File: src/rtl/alu_ctrl_pipe.sv
`default_nettype none
// ============================================================================
// Module   : alu_ctrl_pipe
// Purpose  : Registered MIPS ALU-control stage. Decodes opcode + funct into
//            an ALU operation code, an ALUSrc select and an illegal flag.
//            Valid/ready handshake on both sides. A new MULT/DIV is held off
//            while the multi-cycle mult/div unit is still busy.
// Options  : ALU_STATS_EN - adds saturating instruction / illegal counters
//            (stat_insn, stat_illegal).
// Revision : 1.0 - initial release
// ============================================================================
module alu_ctrl_pipe #(
    parameter int ALUOP_W    = 4,
    parameter int MULDIV_LAT = 8,
    parameter int STAT_W     = 16
) (
    input  logic               clk,
    input  logic               rst_n,
    input  logic               flush,
    input  logic               in_valid,
    output logic               in_ready,
    input  logic [5:0]         in_op,
    input  logic [5:0]         in_funct,
    output logic               out_valid,
    input  logic               out_ready,
    output logic [ALUOP_W-1:0] out_aluop,
    output logic               out_alusrc,
    output logic               out_illegal,
    output logic               md_busy
`ifdef ALU_STATS_EN
    ,
    output logic [STAT_W-1:0]  stat_insn,
    output logic [STAT_W-1:0]  stat_illegal
`endif
);

    // ALU operation codes
    localparam logic [3:0] c_AND  = 4'd0;
    localparam logic [3:0] c_OR   = 4'd1;
    localparam logic [3:0] c_ADD  = 4'd2;
    localparam logic [3:0] c_XOR  = 4'd3;
    localparam logic [3:0] c_NOR  = 4'd4;
    localparam logic [3:0] c_SLL  = 4'd5;
    localparam logic [3:0] c_SUB  = 4'd6;
    localparam logic [3:0] c_SLT  = 4'd7;
    localparam logic [3:0] c_SLTU = 4'd8;
    localparam logic [3:0] c_SRL  = 4'd9;
    localparam logic [3:0] c_SRA  = 4'd10;
    localparam logic [3:0] c_LUI  = 4'd11;
    localparam logic [3:0] c_MULT = 4'd12;
    localparam logic [3:0] c_DIV  = 4'd13;

    localparam int                 c_CNT_W = $clog2(MULDIV_LAT + 1);
    localparam logic [c_CNT_W-1:0] c_LAT   = c_CNT_W'(MULDIV_LAT);
    localparam logic [c_CNT_W-1:0] c_ONE   = c_CNT_W'(1);

    // Parameter sanity checks at elaboration
    if (ALUOP_W < 4) begin : g_chk_aluop_w
        $error("alu_ctrl_pipe: ALUOP_W must be >= 4");
    end
    if (MULDIV_LAT < 1) begin : g_chk_lat
        $error("alu_ctrl_pipe: MULDIV_LAT must be >= 1");
    end
    if (STAT_W < 1) begin : g_chk_stat_w
        $error("alu_ctrl_pipe: STAT_W must be >= 1");
    end

    logic [3:0]         w_aluop;
    logic               w_alusrc;
    logic               w_illegal;
    logic               w_md_req;
    logic               w_md_block;
    logic               w_in_ready;
    logic               w_in_hs;
    logic               w_out_hs;

    logic               r_out_valid;
    logic [3:0]         r_aluop;
    logic               r_alusrc;
    logic               r_illegal;
    logic               r_out_md;
    logic [c_CNT_W-1:0] r_cnt;

    // Combinational decode of opcode / funct; unknown encodings flag illegal
    always_comb begin
        w_aluop   = c_AND;
        w_alusrc  = 1'b0;
        w_illegal = 1'b0;
        case (in_op)
            6'h00: begin
                case (in_funct)
                    6'h20, 6'h21: w_aluop = c_ADD;
                    6'h22, 6'h23: w_aluop = c_SUB;
                    6'h24:        w_aluop = c_AND;
                    6'h25:        w_aluop = c_OR;
                    6'h26:        w_aluop = c_XOR;
                    6'h27:        w_aluop = c_NOR;
                    6'h2A:        w_aluop = c_SLT;
                    6'h2B:        w_aluop = c_SLTU;
                    6'h00:        w_aluop = c_SLL;
                    6'h02:        w_aluop = c_SRL;
                    6'h03:        w_aluop = c_SRA;
                    6'h18, 6'h19: w_aluop = c_MULT;
                    6'h1A, 6'h1B: w_aluop = c_DIV;
                    default:      w_illegal = 1'b1;
                endcase
            end
            6'h08, 6'h09, 6'h23, 6'h2B: begin w_aluop = c_ADD;  w_alusrc = 1'b1; end
            6'h0A:                      begin w_aluop = c_SLT;  w_alusrc = 1'b1; end
            6'h0B:                      begin w_aluop = c_SLTU; w_alusrc = 1'b1; end
            6'h0C:                      begin w_aluop = c_AND;  w_alusrc = 1'b1; end
            6'h0D:                      begin w_aluop = c_OR;   w_alusrc = 1'b1; end
            6'h0E:                      begin w_aluop = c_XOR;  w_alusrc = 1'b1; end
            6'h0F:                      begin w_aluop = c_LUI;  w_alusrc = 1'b1; end
            6'h04, 6'h05:               w_aluop = c_SUB;
            default:                    w_illegal = 1'b1;
        endcase
    end

    // A mult/div must wait while the unit runs or while one still sits in the output stage
    assign w_md_req   = (w_aluop == c_MULT) || (w_aluop == c_DIV);
    assign w_md_block = md_busy || (r_out_valid && r_out_md);
    assign w_in_ready = !flush && (!r_out_valid || out_ready) && !(w_md_req && w_md_block);
    assign w_in_hs    = in_valid && w_in_ready;
    // An output transfer completes even when flush is asserted in the same cycle
    assign w_out_hs   = r_out_valid && out_ready;

    // Output stage register: load on accept, drop on drain, kill on flush
    always_ff @(posedge clk or negedge rst_n) begin
        if (!rst_n) begin
            r_out_valid <= 1'b0;
            r_aluop     <= 4'd0;
            r_alusrc    <= 1'b0;
            r_illegal   <= 1'b0;
            r_out_md    <= 1'b0;
        end else begin
            if (flush) begin
                r_out_valid <= 1'b0;
            end else if (w_in_hs) begin
                r_out_valid <= 1'b1;
            end else if (w_out_hs) begin
                r_out_valid <= 1'b0;
            end
            if (w_in_hs) begin
                r_aluop   <= w_aluop;
                r_alusrc  <= w_alusrc;
                r_illegal <= w_illegal;
                r_out_md  <= w_md_req;
            end
        end
    end

    // Mult/div busy counter: loads when a MULT/DIV leaves, then counts down to zero
    always_ff @(posedge clk or negedge rst_n) begin
        if (!rst_n) begin
            r_cnt <= '0;
        end else if (w_out_hs && r_out_md) begin
            r_cnt <= c_LAT;
        end else if (r_cnt != '0) begin
            r_cnt <= r_cnt - c_ONE;
        end
    end

    // Zero-extend the 4-bit code to the configured output width
    always_comb begin
        out_aluop      = '0;
        out_aluop[3:0] = r_aluop;
    end

    assign in_ready    = w_in_ready;
    assign out_valid   = r_out_valid;
    assign out_alusrc  = r_alusrc;
    assign out_illegal = r_illegal;
    assign md_busy     = (r_cnt != '0);

`ifdef ALU_STATS_EN
    localparam logic [STAT_W-1:0] c_STAT_ONE = STAT_W'(1);

    logic [STAT_W-1:0] r_stat_insn;
    logic [STAT_W-1:0] r_stat_illegal;

    // Saturating counters of delivered instructions and delivered illegal ones
    always_ff @(posedge clk or negedge rst_n) begin
        if (!rst_n) begin
            r_stat_insn    <= '0;
            r_stat_illegal <= '0;
        end else if (w_out_hs) begin
            if (r_stat_insn != '1) begin
                r_stat_insn <= r_stat_insn + c_STAT_ONE;
            end
            if (r_illegal && (r_stat_illegal != '1)) begin
                r_stat_illegal <= r_stat_illegal + c_STAT_ONE;
            end
        end
    end

    assign stat_insn    = r_stat_insn;
    assign stat_illegal = r_stat_illegal;
`endif

endmodule
`default_nettype wire

File: config.mk
export PLATFORM = sky130hd
export DESIGN_NAME = alu_ctrl_pipe
export DESIGN_NICKNAME = d
export VERILOG_FILES = /design/src/rtl/alu_ctrl_pipe.sv
export SDC_FILE = /design/constraint.sdc
export NUM_CORES = 1
export LEC_CHECK = 0
export CAP_MARGIN = 0
export CORE_MARGIN = 5
export CORE_UTILIZATION = 33
export DETAILED_ROUTE_END_ITERATION = 8
export GPL_TIMING_DRIVEN = 0
export SLEW_MARGIN = 10
export SYNTH_ARGS = -nofsm -noshare
export SYNTH_HDL_FRONTEND = slang
export SYNTH_SLANG_ARGS = --single-unit
File: constraint.sdc
create_clock -name clk -period 2.55 [get_ports clk]
set_input_delay 0.51 -clock clk [delete_from_list [all_inputs] [get_ports clk]]
set_output_delay 0.51 -clock clk [all_outputs]
set_load 0.02 [all_outputs]
======== After elaboration in Yosys (flattened, before gate mapping) ========
Index checks and enable logic that the tools add are counted.
word-level totals
  register bits after elaboration ......... 12
  bits of input ports ..................... 17
  word-level logic and storage cells ...... 74
cells by class
  add/sub/neg operators ................... 1
  eq/ne operators ......................... 30
  multiplexer cells ....................... 10
  reduce and logical (&&, ||, !) cells .... 27
operator list
  kind                 count
  $eq 6x6->1 const B   12
  $eq 6x4->1 const B   8
  $pmux 4 s12          1
  $pmux 4 s8           1
  $eq 6x5->1 const B   4
  $reduce_or 17->1     1
  $eq 6x2->1 const B   2
  $eq 6x3->1 const B   2
  $logic_not 6->1      2
  $reduce_or 12->1     1
  $reduce_or 10->1     1
  $reduce_or 2->1      5
  $eq 4x4->1 const B   2
  $mux 4               2
  $logic_and 1x1->1    7
  $mux 1               5
  $reduce_bool 4->1    1
  $reduce_or 4->1      1
  $sub 4x1->4 const B  1
  $logic_not 1->1      3
  $logic_or 1x1->1     3
  $reduce_bool 3->1    1
  $pmux 1 s2           1
  $reduce_bool 2->1    1

======== Longest topological paths before layout ========
Gate-level depths: netlist (run 1).
  depth in word-level cells ............... 12
  mapped depth ............................ 8
  gate-level depth less buffers ........... 8

======== Worst setup path before layout (run 1) ========
OpenSTA, ideal clock, no wires.
  path type ............................... input to output
  from .................................... in in_op[1]
  to ...................................... out in_ready
  arrival ................................. 2.037 ns
  path slack .............................. 0.003 ns
  stages on the path ...................... 7
  path buffers ............................ 1
  cells stage by stage .................... buf_2 -> nor4_4 -> nand2_1 -> a211oi_2 -> nor3_2 -> and3_1 -> nor3_1
on the way
  longest elaborated chain between the ends .. 8
  elaborated cells on any way between the ends .. 21
  those cells by class .................... eq/ne: 13; mux: 1; reduce/logical: 7
ends and longest elaborated chain
  element                                                    RTL line  text
  start: declaration                                         22        input logic [5:0] in_op,
  $eq 6x4->1 (tied with other cells)                         89        case (in_op)
  $reduce_or 4->1 / $reduce_or 2->1 (equally long branches)  --
  $pmux 4 s8 *                                               89
  $eq 4x4->1                                                 121       assign w_md_req = (w_aluop == c_MULT) || (w_aluop == c_DIV);
  $logic_or 1x1->1 *                                         121
  $logic_and 1x1->1 *                                        123       assign w_in_ready = !flush && (!r_out_valid || out_ready) && !(w_md_req && w_md_block);
  $logic_not 1->1 *                                          123
  $logic_and 1x1->1 *                                        123
  end: declaration                                           21        output logic in_ready,
Every way passes the cells marked *; elsewhere a longest branch is shown, timed or not.

======== Final worst setup path (run 1) ========
  from .................................... in in_op[2]
  to ...................................... out in_ready
The elaborated chain is that of the path after synthesis.

==> run metrics, run 1 <==
worst hold-check path type flip-flop to flip-flop; fraction of the yosys area taken by sequential cells 0.287; most numerous cell types in the synthesized netlist 12 x dfrtp_1, 10 x nor2_1, 6 x a21oi_1, 6 x inv_1; cell occurring most often along the worst timing path nor3_2; maximum net fanout on the critical path 6; nature of the critical path startpoint primary input; cell types occupying the most area after synthesis dfrtp_1 29%, nor2_1 3.6%, a31oi_1 3.0%, a21oi_1 2.9%, mux2_4 2.9%; dpl ws -895 ps; Critical R2R Launch r_cnt[0]$_DFFE_PN0P_; die span in x 66.3 um; hold_buf cts 0; io pins 26; latest clock arrival within the worst-skew pair 270 ps; CP Data Required Time 2040 ps; Num CTS Buffers 3; CP Cell Sequence buf_2, nor4_4, nand2_2, a211oi_4, nor3_2, and3_4, nor3_2, buf_4; final design utilization 0.499; FFs w/ async S/R, synth 1.00; cell area after technology mapping 0.00104 mm2; setup clock skew after layout 4.21 ps; height of the die 66.3 um; number of filler instances in the final layout 315; crit path capture type output port; most frequently used cell type in the post-synthesis netlist dfrtp_1; number of clock sinks 12; worst hold path startpoint out_alusrc$_DFFE_PN0P_; count of port buffers added during placement 21; gpl congestion about 0.76; number of enable-type register cells in the synthesized netlist 0; Post-Syn Area per Cell 8.93 um2; number of stages on the worst hold path 1; number of endpoints with negative hold slack in the final report 0; stage delay of the slowest cell on the critical path 330 ps; root buffer cell clkbuf_4; final-report setup violation count 0; Min-Delay Endpoint out_alusrc$_DFFE_PN0P_; PwrDens 534 mW/mm2; maximum number of pins on one net before global-route repair 13; number of rows created at floorplan 20; cell type contributing the most total cell area after synthesis dfrtp_1; number of global-route vias before repair 1,076; FF+latch count, synth 12; number of vias in the routed layout between 1k and 1.5k; area overhead of the layout relative to synthesis 45.9%; clock period minus worst slack around 2500 ps; Core ar. 0.00305 mm2; buffer levels on the longest clock path 2; Post-route DRC 0; Achievable Freq a little over 0.4 GHz; post-layout total power 814 uW; setup ws final 76.7 ps; number of antenna violations at the first check in global routing 0; overall die area 0.00439 mm2; leakage power total 0.000653 uW; total iterations of the first detailed-routing run 4; total wirelength of the detailed-routed design 2640 um; HPWL after detailed placement 1910 um; kind of critical path primary input to output port; non-filler cells in the finished layout between 200 and 250; endpoint of the worst-slack reg-to-reg timing path out_illegal$_DFFE_PN0P_; ratio of final minimum period to clock period 0.970; count of nets left with antenna violations after detail routing 0; initial core utilization 0.342; warnings from Yosys 0; CTS HTree Levels 1; count of final max-slew check failures 0; Routed wire per std cell 13.1 um; total track usage 0.130; critical-path cell with the highest stage delay nor4_4; transition time at the pin with the least slew margin 539 ps; max cap viols 0; worst vdd rail ir drop approximately 0.19 mV; Cell Count Post-Placement 182; run status completed; Mapped Nets 136; number of antenna repair diodes 0; clock tree from TritonCTS yes; headroom to the max-slew limit 0.640; per-cell via count in the routed design 5.31; fraction of layout instances using a drive strength above 1 0.363; 1st-iter DRT viols 25; minimum setup slack among reg-to-reg paths 640 ps; cell count after synthesis between 100 and 150; Synth top area share 0.287; worst-case reg-to-reg path depth 9; aggregate global routing overflow 0; count of distinct cell types in the synthesized netlist 49; WP data arrival 1960 ps; Clock Pin Slew Worst Setup and Hold Paths ~80 ps; wire length of the first global-routing pass 4570 um; net count of the finished layout 177; Synth Flop Type dfrtp_1
-- critical path, delay by kind of cell --
| family | cells | cell delay (ps) |
|---|---|---|
| simple gates | 5 | 880 |
| buf+inv | 2 | 310 |
| compound gates | 1 | 260 |
-- stage by stage --
stage	setup TNS, ps	instance area, um2	hold slack, ps
after detailed placement	-1260	1310	480
after CTS	0	1500	499
after global placement	-1140	1310	466
after floorplan	0	1040	214
after global routing	-2.96	1520	529
final	0	1520	495
-- flip-flops by register name (all words and copies together), names as in the netlist --
| register | flops |
|---|---|
| out_aluop | 4 |
| r_cnt | 4 |
| out_alusrc | 1 |
| out_illegal | 1 |
| out_valid | 1 |
| r_out_md | 1 |
-- cells by family (layout without fill, tap and decap cells) --
group / Yosys count / after routing / share of synthesized area
AOI/OAI and AO/OA: 38 / 38 / 0.285
xor gates and xnor gates: 4 / 4 / 0.0335
adders and majority gates: 2 / 2 / 0.0239
buffers and inverters: 15 / 55 / 0.0778
DFF: 12 / 12 / 0.287
muxes: 2 / 2 / 0.0287
and+or+nand+nor: 44 / 44 / 0.263
-- placed cells by master, fill, tap and decap left out, drive strengths merged, types with 3 or more instances in the layout --
cell / instances
nor2b: 3
o31ai: 3
a21o: 3
a31oi: 6
dfrtp: 12
inv: 7
a211oi: 4
clkdlybuf4s15: 3
clkbuf: 5
nor2: 10
a21oi: 6
nor3: 6
o21ai: 4
buf: 27
nand2: 5
clkdlybuf4s50: 12
-- worst max path at each step --
| stage | cells after the start | endpoint | slack, ps | startpoint |
|---|---|---|---|---|
| final | 8 | in_ready | 80 | in_op[2] |
| after global routing | 8 | in_ready | -3 | in_op[2] |
| after CTS | 9 | in_ready | 20 | r_cnt[0]$_DFFE_PN0P_ |
| after detailed placement | 8 | in_ready | -890 | in_op[2] |
| after global placement | 8 | in_ready | -870 | in_op[2] |
| after floorplan | 7 | in_ready | 3 | in_op[1] |
-- power by group --
part | leakage [uW] | switching [uW] | internal [uW]
clock network | 0.0000210 | 65.9 | 86.7
logic | 0.000483 | 181 | 192
registers | 0.000148 | 45.4 | 242
-- cell type report --
cell class / instances / area [um2] / share of cell area
clock buffer: 4 / 36.3 / 0.0238
buffer: 8 / 71.3 / 0.0468
sequential: 12 / 300 / 0.197
tap: 44 / 55.1 / 0.0361
timing repair buffer: 36 / 297 / 0.195
inverter: 7 / 26.3 / 0.0172
multi-input combinational: 90 / 738 / 0.484
-- routing by layer --
metal / routed length (um) / vias to the layer above / part of all wire / track usage
met1: 1110 / 517 / 0.42 / 0.154
li1: - / 521 / - / -
met5: 0 / - / 0 / 0
met2: 1430 / 25 / 0.54 / 0.237
met4: 23 / 0 / 0.0087 / 0.0482
met3: 78 / 4 / 0.030 / 0.0136
-- timing repair --
action                                  4_1_cts  5_1_grt
setup buffers                                14        1
endpoints found under the setup margin        1        1
pin swaps                                    13       13
resized for setup                            41       13
Note: power is estimated with default switching activity, not from simulation.
==> run 2, diff against run 1 <==
--- a/config.mk
+++ b/config.mk
@@ -10,6 +10,7 @@
 export CORE_UTILIZATION = 33
 export DETAILED_ROUTE_END_ITERATION = 8
 export GPL_TIMING_DRIVEN = 0
+export MAX_ROUTING_LAYER = met4
 export SLEW_MARGIN = 10
 export SYNTH_ARGS = -nofsm -noshare
 export SYNTH_HDL_FRONTEND = slang
==> constraint.sdc (replaced) <==
create_clock -name clk -period 2 [get_ports clk]
set_input_delay 0.4 -clock clk [delete_from_list [all_inputs] [get_ports clk]]
set_output_delay 0.4 -clock clk [all_outputs]
set_load 0.02 [all_outputs]
==> run metrics, run 2 (synthesis results as in run 1) <==
hold_buf cts 0; cell occurring most often along the worst timing path inv_2; CP Data Required Time 1600 ps; met2 Track Usage GR 0.263; number of rows created at floorplan 20; latest clock arrival within the worst-skew pair 270 ps; setup ws final -167 ps; number of clock sinks 12; io pins 26; headroom to the max-slew limit 0.627; global-route layer with the greatest usage met2; leading cell type in the layout, fill and taps excluded buf_4; non-filler cells in the finished layout 221; kind of critical path flip-flop to output port; CP Depth 9; cell type group with the largest total delay on the critical path simple AND/OR/NAND/NOR gates; leakage power total about 0.00077 uW; Core ar. roughly 0.0031 mm2; met1 Use GR 0.184; violations in the final reports negative setup slack; Num CTS Buffers 3; buffer levels on the longest clock path 2; clock period minus worst slack ~2200 ps; aggregate global routing overflow 0; overall die area 0.00439 mm2; per-cell via count in the routed design 5.18; max cap viols 0; Cell Count Post-Placement 182; minimum setup slack among reg-to-reg paths 20 ps; initial core utilization 0.342; ratio of final minimum period to clock period 1.08; critical-path cell with the highest stage delay dfrtp_1; CP Cell Sequence inv_2, ha_4, nor3b_4, inv_2, a21oi_2, nor3_2, and3_4, nor3_4, buf_6; worst-case reg-to-reg path depth 13; Clock Pin Slew Worst Setup and Hold Paths 80 ps; maximum number of pins on one net before global-route repair 13; worst setup path endpoint in_ready; run status finished, violations left; count of nets left with antenna violations after detail routing 0; count of port buffers added during placement 21; maximum net fanout on the critical path 2; endpoint of the worst-slack reg-to-reg timing path r_cnt[1]$_DFFE_PN0P_; number of antenna violations at the first check in global routing 0; count of final max-slew check failures 0; wire length of the first global-routing pass roughly 5200 um; total iterations of the first detailed-routing run 4; HPWL after detailed placement 1910 um; number of global-route vias before repair 1,176; total track usage 0.150; met3 Use GR 0.0221; start point of the critical path r_cnt[1]$_DFFE_PN0P_; WP data arrival ~1800 ps; clock tree from TritonCTS yes; height of the die 66.3 um; net count of the finished layout 197; nature of the critical path startpoint flip-flop; stage delay of the slowest cell on the critical path 410 ps; worst hold-check path type primary input to asynchronous set/reset pin; worst path buffer plus inverter count 3; transition time at the pin with the least slew margin between 500 and 600 ps; Achievable Freq 0.462 GHz; crit path capture type output port; number of vias in the routed layout 1,144; fraction of layout instances using a drive strength above 1 0.475; setup clock skew after layout 0.599 ps; Routed wire per std cell 13.7 um; Setup Total Neg Slack -167 ps; most frequent cells in the layout 24 x buf_4, 18 x buf_6, 12 x dfrtp_1, 11 x clkdlybuf4s50_1, 8 x nor2_1; PwrDens about 760 mW/mm2; area overhead of the layout relative to synthesis 68.6%; number of endpoints with negative hold slack in the final report 0; Critical R2R Launch r_cnt[1]$_DFFE_PN0P_; root buffer cell clkbuf_4; 1st-iter DRT viols 76; worst vdd rail ir drop 0.247 mV; total wirelength of the detailed-routed design 3040 um; CTS HTree Levels 1; die span in x 66.3 um; number of antenna repair diodes 0; gpl congestion 0.799; final-report setup violation count 1; Post-route DRC 0; unrepaired setup endpoints after global routing yes
[run 2: changes by cell type in the layout (fill, tap and decap cells not counted), moves of 2 or more]
cell / delta
buf_6: +13
buf_4: +9
a211oi_2: +2
clkdlybuf4s15_1: -2
o21ai_0: +2
o21ai_1: -2
[run 2: per-layer routing]
| layer | wire length (um) | share of wire |
|---|---|---|
| met2 | 1590 | 0.52 |
| met4 | 0 | 0 |
| met3 | 140 | 0.046 |
| met1 | 1310 | 0.43 |
| met5 | 0 | 0 |
[run 2: metrics by stage]
stage / hold slack, ps / worst slack, ps / instance area (um2) / power (uW) / utilization
final: 486 / -167 / 1760 / 1340 / 0.577
after global routing: 517 / -240 / 1760 / 1430 / 0.577
after CTS: 496 / -162 / 1720 / 1240 / 0.564
after detailed placement: 480 / -1210 / 1350 / 809 / 0.441
after global placement: 479 / -1210 / 1350 / 792 / 0.441
after floorplan: 104 / -109 / 1080 / 666 / -
[run 2: area by class of cell]
type	count	area [um2]
repair buffers	56	488
fillers	265	1290
multi-input cells	90	778
inverters	7	26.3
well taps	44	55.1
plain buffers	8	77.6
flip-flops and latches	12	300
clock buffers	4	36.3
[run 2: timing repair]
item,CTS,global route
setup endpoints to repair,8,5
setup buffers,35,2
pin swaps,15,2
hold endpoints to repair,0,0
gates resized for setup,59,15
cloned,1,0
[run 2: report_power, final]
| part | internal (uW) | switching (uW) | total, uW | leakage, uW |
|---|---|---|---|---|
| Clock | 111 | 81.4 | 192 | 0.0000210 |
| Combinational | 455 | 324 | 780 | 0.000601 |
| Sequential | 309 | 59.1 | 368 | 0.000148 |
[run 2: worst min path at each step]
stage                               endpoint  slack, ps              startpoint  cells past startpoint
finish                  r_out_md$_DFFE_PN0P_        490                   rst_n                      1
global route        out_aluop[1]$_DFFE_PN0P_        520                   rst_n                      1
CTS                     r_cnt[3]$_DFFE_PN0P_        500                   rst_n                      1
detailed placement    out_alusrc$_DFFE_PN0P_        480  out_alusrc$_DFFE_PN0P_                      1
global placement      out_alusrc$_DFFE_PN0P_        480  out_alusrc$_DFFE_PN0P_                      1
floorplan           out_aluop[0]$_DFFE_PN0P_        100                   rst_n                      0
